--- config.mk ---
export PLATFORM = sky130hd
export DESIGN_NAME = hazard_ctrl
export DESIGN_NICKNAME = d
export VERILOG_FILES = /design/src/rtl/pipe_pkg.sv /design/src/rtl/hazard_ctrl_sat_counter.sv /design/src/rtl/hazard_ctrl.sv
export SDC_FILE = /design/constraint.sdc
export NUM_CORES = 1
export LEC_CHECK = 0
export ABC_AREA = 1
export BUFFER_PORTS_ARGS = -buffer_cell sky130_fd_sc_hd__buf_4
export CORE_ASPECT_RATIO = 1.1
export CORE_MARGIN = 1.5
export CORE_UTILIZATION = 35
export DETAILED_ROUTE_END_ITERATION = 8
export GPL_TIMING_DRIVEN = 0
export PLACE_DENSITY = 0.59
export SYNTH_ARGS = -nofsm -noshare
export SYNTH_HDL_FRONTEND = slang
export SYNTH_SLANG_ARGS = --single-unit
--- constraint.sdc ---
create_clock -name clk -period 4.6 [get_ports clk]
set_input_delay 0.92 -clock clk [delete_from_list [all_inputs] [get_ports clk]]
set_output_delay 0.92 -clock clk [all_outputs]
set_load 0.01 [all_outputs]
--- src/rtl/pipe_pkg.sv ---
// Shared definitions for the 5-stage MIPS pipeline control logic.
package pipe_pkg;

    // Memory-wait controller states
    typedef enum logic [1:0] {
        ST_RUN   = 2'd0,
        ST_WAIT  = 2'd1,
        ST_ERROR = 2'd2
    } hazState_t;

    // Register $zero never creates a true dependency
    localparam logic [4:0] REG_ZERO = 5'd0;

    // sll $0,$0,0 encodes as all zeros and is the canonical bubble
    localparam logic [31:0] NOP_INSTR = 32'h0000_0000;

    // Default width of the performance counters
    localparam int CNT_W_DEFAULT = 16;

endpackage

--- src/rtl/hazard_ctrl_sat_counter.sv ---
// Saturating up-counter: sticks at all-ones instead of wrapping.
module sat_counter #(
    parameter int CNT_W = 16
) (
    input  logic             clk,
    input  logic             rst,
    input  logic             inc,
    input  logic             clr,
    output logic [CNT_W-1:0] count
);

    logic [CNT_W-1:0] r_count;

    // Count up on inc, hold once every bit is set, clear on reset or clr
    always_ff @(posedge clk) begin
        if (rst || clr) begin
            r_count <= '0;
        end else if (inc && (r_count != {CNT_W{1'b1}})) begin
            r_count <= r_count + CNT_W'(1);
        end
    end

    assign count = r_count;

endmodule

--- src/rtl/hazard_ctrl.sv ---
// Pipeline hazard controller: turns load-use hazards, taken branches and
// slow data-memory accesses into PC/IF_ID enables and per-stage flush/hold
// controls, watches memory waits with a timeout FSM and keeps statistics.
module hazard_ctrl
    import pipe_pkg::*;
#(
    parameter int MEM_TIMEOUT = 16,
    parameter int CNT_W       = CNT_W_DEFAULT
) (
    input  logic             clk,
    input  logic             rst,
    input  logic [4:0]       if_id_rs,
    input  logic [4:0]       if_id_rt,
    input  logic             if_id_uses_rt,
    input  logic             id_ex_memread,
    input  logic [4:0]       id_ex_rt,
    input  logic             ex_mem_pcsrc,
    input  logic             mem_req,
    input  logic             mem_ready,
    output logic             pc_write,
    output logic             if_id_write,
    output logic             if_id_flush,
    output logic             id_ex_flush,
    output logic             ex_mem_flush,
    output logic             stage_hold,
    output logic             err,
    output logic [CNT_W-1:0] stall_cnt,
    output logic [CNT_W-1:0] flush_cnt,
    output logic [CNT_W-1:0] wait_cnt
);

    // Timer must be able to hold MEM_TIMEOUT-1
    localparam int TIMER_W = $clog2(MEM_TIMEOUT) + 1;

    hazState_t          r_state;
    logic [TIMER_W-1:0] r_timer;

    logic w_loadUse;
    logic w_memStall;
    logic w_incStall;
    logic w_incFlush;
    logic w_incWait;

    // A load in ID/EX writing a register the ID instruction reads
    assign w_loadUse = id_ex_memread && (id_ex_rt != REG_ZERO) &&
                       ((id_ex_rt == if_id_rs) ||
                        (if_id_uses_rt && (id_ex_rt == if_id_rt)));

    // A dropped request counts as completion, so it never holds the pipe
    assign w_memStall = mem_req && !mem_ready;

    // Mealy control outputs: memory freeze beats branch flush beats load-use
    always_comb begin
        pc_write    = 1'b1;
        if_id_write = 1'b1;
        if_id_flush = 1'b0;
        id_ex_flush = 1'b0;
        ex_mem_flush = 1'b0;
        stage_hold  = 1'b0;
        w_incStall  = 1'b0;
        w_incFlush  = 1'b0;
        w_incWait   = 1'b0;
        if (!rst) begin
            case (r_state)
                ST_RUN, ST_WAIT: begin
                    if (w_memStall) begin
                        pc_write    = 1'b0;
                        if_id_write = 1'b0;
                        stage_hold  = 1'b1;
                        w_incWait   = 1'b1;
                    end else if (ex_mem_pcsrc) begin
                        if_id_flush  = 1'b1;
                        id_ex_flush  = 1'b1;
                        ex_mem_flush = 1'b1;
                        w_incFlush   = 1'b1;
                    end else if (w_loadUse) begin
                        pc_write    = 1'b0;
                        if_id_write = 1'b0;
                        id_ex_flush = 1'b1;
                        w_incStall  = 1'b1;
                    end
                end
                default: begin
                    pc_write    = 1'b0;
                    if_id_write = 1'b0;
                    stage_hold  = 1'b1;
                end
            endcase
        end
    end

    // State and wait timer; ERROR is left only through reset
    always_ff @(posedge clk) begin
        if (rst) begin
            r_state <= ST_RUN;
            r_timer <= '0;
        end else begin
            case (r_state)
                ST_RUN: begin
                    if (w_memStall) begin
                        r_state <= ST_WAIT;
                        r_timer <= TIMER_W'(1);
                    end
                end
                ST_WAIT: begin
                    if (!w_memStall) begin
                        r_state <= ST_RUN;
                        r_timer <= '0;
                    end else begin
                        r_timer <= r_timer + TIMER_W'(1);
                        if (r_timer == TIMER_W'(MEM_TIMEOUT - 1)) begin
                            r_state <= ST_ERROR;
                        end
                    end
                end
                default: begin
                    r_state <= ST_ERROR;
                end
            endcase
        end
    end

    assign err = (r_state == ST_ERROR);

    sat_counter #(.CNT_W(CNT_W)) u_stallCnt (
        .clk   (clk),
        .rst   (rst),
        .inc   (w_incStall),
        .clr   (1'b0),
        .count (stall_cnt)
    );

    sat_counter #(.CNT_W(CNT_W)) u_flushCnt (
        .clk   (clk),
        .rst   (rst),
        .inc   (w_incFlush),
        .clr   (1'b0),
        .count (flush_cnt)
    );

    sat_counter #(.CNT_W(CNT_W)) u_waitCnt (
        .clk   (clk),
        .rst   (rst),
        .inc   (w_incWait),
        .clr   (1'b0),
        .count (wait_cnt)
    );

endmodule
# After elaboration in Yosys (flattened, before gate mapping)
# Cells that the tools add are included.
dict set report word_totals {
  reg_bits 55
  inputBits 22
  out_inout_bits 55
}
dict set report op_classes {
  addsub 4
  n_eq_ne 10
  mux 30
  reduce_logical 15
}
# op count
set op_table {}
lappend op_table {{adder 16 x 1 -> 16 bit (second input constant)} 3}
lappend op_table {{inequality test 16 bit (second input constant)} 3}
lappend op_table {{2-to-1 mux 1 bit} 23}
lappend op_table {{equality test 5 bit} 2}
lappend op_table {{2-to-1 mux 5 bit} 2}
lappend op_table {{one-hot mux 5 bit (2 select lines)} 1}
lappend op_table {{logical AND 1 bit} 7}
lappend op_table {{2-to-1 mux 2 bit} 3}
lappend op_table {{adder 5 x 1 -> 5 bit (second input constant)} 1}
lappend op_table {{equality test 5 x 4 -> 1 bit (second input constant)} 1}
lappend op_table {{nonzero test 5 bit} 1}
lappend op_table {{one-hot mux 2 bit (2 select lines)} 1}
lappend op_table {{AND reduction 2 bit} 2}
lappend op_table {{inequality test 3 bit (second input constant)} 1}
lappend op_table {{equality test 2 x 1 -> 1 bit (second input constant)} 1}
lappend op_table {{equality test 2 bit (second input constant)} 1}
lappend op_table {{logical NOT 2 bit} 1}
lappend op_table {{inequality test 2 bit (second input constant)} 1}
lappend op_table {{nonzero test 2 bit} 1}
lappend op_table {{OR reduction 2 bit} 1}
lappend op_table {{logical NOT 1 bit} 1}
lappend op_table {{logical OR 1 bit} 1}

# Longest topological paths before layout
dict set report depth {
  word_depth 10
  mapped_depth 12
  mapped_depth_nobuf 12
}

# Cells and area by module
# Synthesis repeated with hierarchy kept, for this count alone.
dict set report unflattened {
  cells_unflattened 565
  hier_area_um2 3512.1
}
# mod instances cells_each area_per_inst_um2 seq_area_each_um2
set by_module_without_submodules {}
lappend by_module_without_submodules {{sat_counter at u_flushCnt ...} 2 149 950.9 320.3}
lappend by_module_without_submodules {{sat_counter at u_waitCnt} 1 149 948.4 320.3}
lappend by_module_without_submodules {hazard_ctrl 1 118 661.9 140.1}

# Worst setup path before layout
# Ideal clock, no wire load.
dict set report synth_timing {
  path_kind {in2out}
  from {in id_ex_rt[3]}
  to {out pc_write}
  arrival_time_ps 1700
  setup_slack_ps 1980
  stages 10
  n_path_buf 1
  cell_sequence {inv_2 nand2_1 nand2_1 nor2_1 nand3_1 nand2_1 nand3_1 o21ai_0 inv_1 buf_4}
}
dict set report synth_via {
  elab_chain_cells 9
}
# item line_no
set synth_lines {}
lappend synth_lines {{start, declared} hazard_ctrl.sv:16} ;# input logic [4:0] id_ex_rt,
lappend synth_lines {{equality test 5 bit} hazard_ctrl.sv:47} ;# (if_id_uses_rt && (id_ex_rt == if_id_rt)));
lappend synth_lines {{logical AND 1 bit} hazard_ctrl.sv:47}
lappend synth_lines {{logical OR 1 bit} hazard_ctrl.sv:46} ;# ((id_ex_rt == if_id_rs) ||
lappend synth_lines {{logical AND 1 bit *} hazard_ctrl.sv:45} ;# assign w_loadUse = id_ex_memread && (id_ex_rt != REG_ZERO) &&
lappend synth_lines {{2-to-1 mux 1 bit * (5 in a row)} n/a}
lappend synth_lines {{end, declared} hazard_ctrl.sv:20} ;# output logic pc_write,
# Mark *: on every way between the ends. The rest lies on a longest branch, timed or not.

# Final worst setup path
dict set report layout_timing {
  from {in id_ex_rt[0]}
  to {out pc_write}
}
dict set report layout_via {
  elab_chain_cells 9
}
# item line_no
set layout_lines {}
lappend layout_lines {{equality test 5 bit} hazard_ctrl.sv:47}
lappend layout_lines {{logical AND 1 bit} hazard_ctrl.sv:47}
lappend layout_lines {{logical OR 1 bit} hazard_ctrl.sv:46}
lappend layout_lines {{logical AND 1 bit *} hazard_ctrl.sv:45}
lappend layout_lines {{2-to-1 mux 1 bit *} hazard_ctrl.sv:76} ;# end else if (w_loadUse) begin
lappend layout_lines {{2-to-1 mux 1 bit *} hazard_ctrl.sv:71} ;# end else if (ex_mem_pcsrc) begin
lappend layout_lines {{2-to-1 mux 1 bit *} hazard_ctrl.sv:66} ;# if (w_memStall) begin
lappend layout_lines {{2-to-1 mux 1 bit *} hazard_ctrl.sv:64} ;# case (r_state)
lappend layout_lines {{2-to-1 mux 1 bit *} hazard_ctrl.sv:63} ;# if (!rst) begin
# Marked as above.

==> results.txt <==
----------------------------------------------------
[Outcome]
  Run status ... complete, no violations

[Placement]
  Port buffer count ... 75
  HPWL after detailed placement ... 6.43 mm
  Placement-stage worst setup slack ... 1.62 ns
  Number of cells in the design after placement ... 699
  Final estimated routing congestion in global placement ... 0.882

[CTS]
  CTS H-tree lvls ... 2
  Clock latency on the worst-skew pair ... 0.30 ns
  Clk slew on worst S/H paths ... 0.09 ns
  Root buffer cell ... clkbuf_8
  CTS Buf Count ... 5
  Hold_buf cts ... 0
  Number of instances resized during post-cts repair ... 0
  Clock sink count ... 55
  Clock tree from TritonCTS ... done
  Post-CTS setup buffer count ... 0
  Max Buffers Root-to-Sink ... 2

[Pwr]
  Proportion of power drawn by the clock network ... 36.2%
  Internal power ... 0.673 mW
  Max VDD drop ... 0.160 mV
  Comb pwr share ... 9.2%
  Net switching power figure ... 0.214 mW
  Pwr/cell area ... 215 mW/mm^2
  Sw frac ... 24.1%
  Leakage power of the design ... 1.72 nW
  Seq pwr share ... 54.6%

[Synth]
  Largest cells by area after synthesis ... dfxtp_1, nand2_1, inv_1, nand3_1, nor2_1
  Area of the mapped netlist ... 0.00331 mm^2
  Top FF cell, synth ... dfxtp_1
  Warnings from Yosys ... 0
  Synthesized Nets ... 534
  Async set-or-reset flop fraction in the synthesized netlist ... 0%
  Number of enable-type register cells in the synthesized netlist ... 0
  Synth cell types ... 34
  Gate count of the mapped netlist ... 507
  Synth Area per Inst ... 6.53 um^2
  Library cell occupying the most area in the post-synthesis netlist ... dfxtp_1
  Seq cells post-synth ... 55
  Area share of the largest cell type after synthesis ... 33.3%
  Sequential cell area fraction in the yosys report ... 33.3%

[Global routing]
  Tot GR Track Use ... 17.1%
  Fraction of met1 tracks used by global routing ... 21.9%
  Number of antenna violations at the first check in global routing ... 0
  Pin count of the biggest net entering global routing ... 17
  Total gr overflow ... 0
  First-pass GRT wire length ... 14.2 mm
  Number of global-route vias before repair ... 3209
  Met3 Usage GRT ... 2.62%
  Gr busiest metal ... met2
  Fraction of met2 tracks used by global routing ... 30.0%

[Flow run]
  Count of maximum capacitance violations ... 0

[Critical path]
  Element type at the critical path start ... input pin
  Critical path endpoint category ... primary output
  Worst-path cell chain ... buf_4 -> inv_2 -> nand2_1 -> nand2_1 -> nor2_1 -> nand3_1 -> nand2_1 -> nand3_1 -> o21ai_0 -> inv_1 -> buf_4 -> buf_4
  Buf/Inv on CP ... 5
  Family with the most delay on the worst path ... buffers and inverters
  Internal reg-to-reg setup slack ... 2.58 ns
  Required time at the worst-slack endpoint ... 3.68 ns
  Worst Path Class, Setup ... in2out
  Slowest cell on the critical path ... o21ai_0
  Maximum fanout along the worst path ... 3
  Endpoint arrival time on the critical path ... 2.00 ns
  Largest stage delay on the critical path ... 0.14 ns

[Finish]
  Diodes inserted ... 0
  Number of filler cells placed in the layout ... 1006
  Layout cells sized above 1 ... 20.5%
  Final Net Count ... 616
  Layout overhead on the synthesized area ... 24.6%
  Finished Core Util ... 44.6%
  Post-route insts no fill ... 706

[Floorplanning]
  Horizontal die dimension ... 95.7 um
  Overall die height ... 105 um
  Die area ... 0.0101 mm^2
  Core Region ... 0.00926 mm^2
  Std-Cell Rows ... 37
  Starting density of the core ... 35.8%
  Boundary pin count ... 77

[Route]
  Number of antenna-violating nets in the routed design ... 0
  # DRC ... 0
  Initial detailed-routing violation count ... 117
  Average via count per standard cell ... 4.76
  Total Routed Length ... 8.36 mm
  Number of vias in the routed layout ... 3362
  Count of TritonRoute iterations in the first routing pass ... 4
  Routed length per instance ... 11.8 um

[STA]
  Relative slew margins ... 53.8%
  Final count of hold timing violations ... 0
  Final period utilization ... 63.4%
  Unrepaired setup endpoints after global routing ... false
  Post-layout minimum cycle time ... 2.92 ns
  Setup ws final ... 1.68 ns
  Clock Skews ... 0.00861 ns
  Max frequency ... 0.343 GHz
  Max-slew violation count ... 0
  Total setup violations reported at the end of the flow ... 0
  Sum of negative setup slack ... 0 ns
  Worst Tran Pin Value ... 0.693 ns

[Min path]
  Classification of the worst-slack hold path ... reg2reg

----------------------------------------------------
[flip-flops by register name (all words and copies together), names as in the netlist]
signal and cells:
u_flushCnt.count 16, u_waitCnt.count 16, u_stallCnt.count 16, r_state 2, r_timer 5
[power groups by stage]
stage          Sequential [mW]  Clock [mW]  Combinational [mW]
2_1_floorplan            0.496           0              0.0441
3_3_place_gp             0.495           0              0.0822
3_5_place_dp             0.495           0              0.0834
4_1_cts                  0.484       0.334              0.0836
5_1_grt                  0.485       0.350              0.0941
6_report                 0.484       0.321              0.0821
[metrics by stage]
stage	area, um^2	hold slack [ns]	power, mW
finish	4130	0.472	0.887
floorplan	3310	0.439	0.540
CTS	4130	0.471	0.902
detailed placement	4020	0.458	0.579
global route	4130	0.486	0.929
global placement	4020	0.450	0.577
[metal layers]
layer	wire [um]	share of wire (%)	vias to the layer above
met2	4210	50	56
met1	3820	46	1516
li1	-	-	1788
met5	0	0	-
met4	36	0.43	0
met3	283	3.4	2
[cell families (layout without fill, tap and decap cells)]
logic type               count (synthesis)  in the layout  share of synthesized area, %
AO/OA/AOI/OAI                           76             76                          12.9
XOR/XNOR                                25             25                          6.61
adder cells (fa/ha/maj)                  5              5                          1.89
buffers and inverters                   87            169                          10.5
flip-flops                              55             55                          33.3
AND/OR/NAND/NOR                        259            259                          34.8
[synthesized netlist by cell type, types with 2 or more instances]
library cell,instances
nand2_1,121
o21ai_1,10
nor2_1,54
nand2_2,2
xor2_1,16
nand3_1,42
dfxtp_1,55
clkbuf_1,6
nand4_1,8
buf_4,2
nor4_1,5
nor2_4,2
a21oi_2,10
nor3_1,13
xnor2_1,9
buf_2,4
a21oi_1,29
nor3_2,3
nor2_2,4
inv_2,8
o21ai_0,23
ha_1,5
inv_1,65
[area by class of cell]
class	instances	area (um^2)	share of cell area (%)
Buffer	14	72.6	1.76
Clock buffer	5	68.8	1.67
Clock inverter	2	37.5	0.910
Inverter	73	274	6.64
Multi-Input combinational cell	365	1860	45.1
Sequential cell	55	1100	26.7
Tap cell	117	146	3.55
Timing Repair Buffer	75	563	13.6
[cell usage in the layout, fill, tap and decap left out, drive strengths merged, types with 2 or more instances in the layout]
cell,netlist,routed
nand2,123,123
buf,8,83
inv,73,73
nor2,60,60
dfxtp,55,55
nand3,43,43
a21oi,39,39
o21ai,33,33
xor2,16,16
nor3,16,16
clkbuf,6,11
xnor2,9,9
nand4,8,8
nor4,5,5
ha,5,5
nor3b,2,2
[tightest hold or removal path: cells and delay by family (launching register included)]
kind / cells / cell delay [ns]
AOI/OAI and AO/OA: 1 / 0.05
and+or+nand+nor: 1 / 0.06
DFF: 1 / 0.32
[path summary, 6_finish.rpt]
| path | startpoint | endpoint | cells past startpoint |
|---|---|---|---|
| worst max register to register | u_stallCnt.count[1]$_SDFFE_PP0P_ | u_stallCnt.count[5]$_SDFFE_PP0P_ | 9 |
| worst min-delay path | r_timer[4]$_SDFFE_PP0P_ | r_timer[4]$_SDFFE_PP0P_ | 2 |
| worst min register to register | r_timer[4]$_SDFFE_PP0P_ | r_timer[4]$_SDFFE_PP0P_ | 2 |
| worst max-delay path | id_ex_rt[0] | pc_write | 12 |
(Power assumes the default switching activity.)
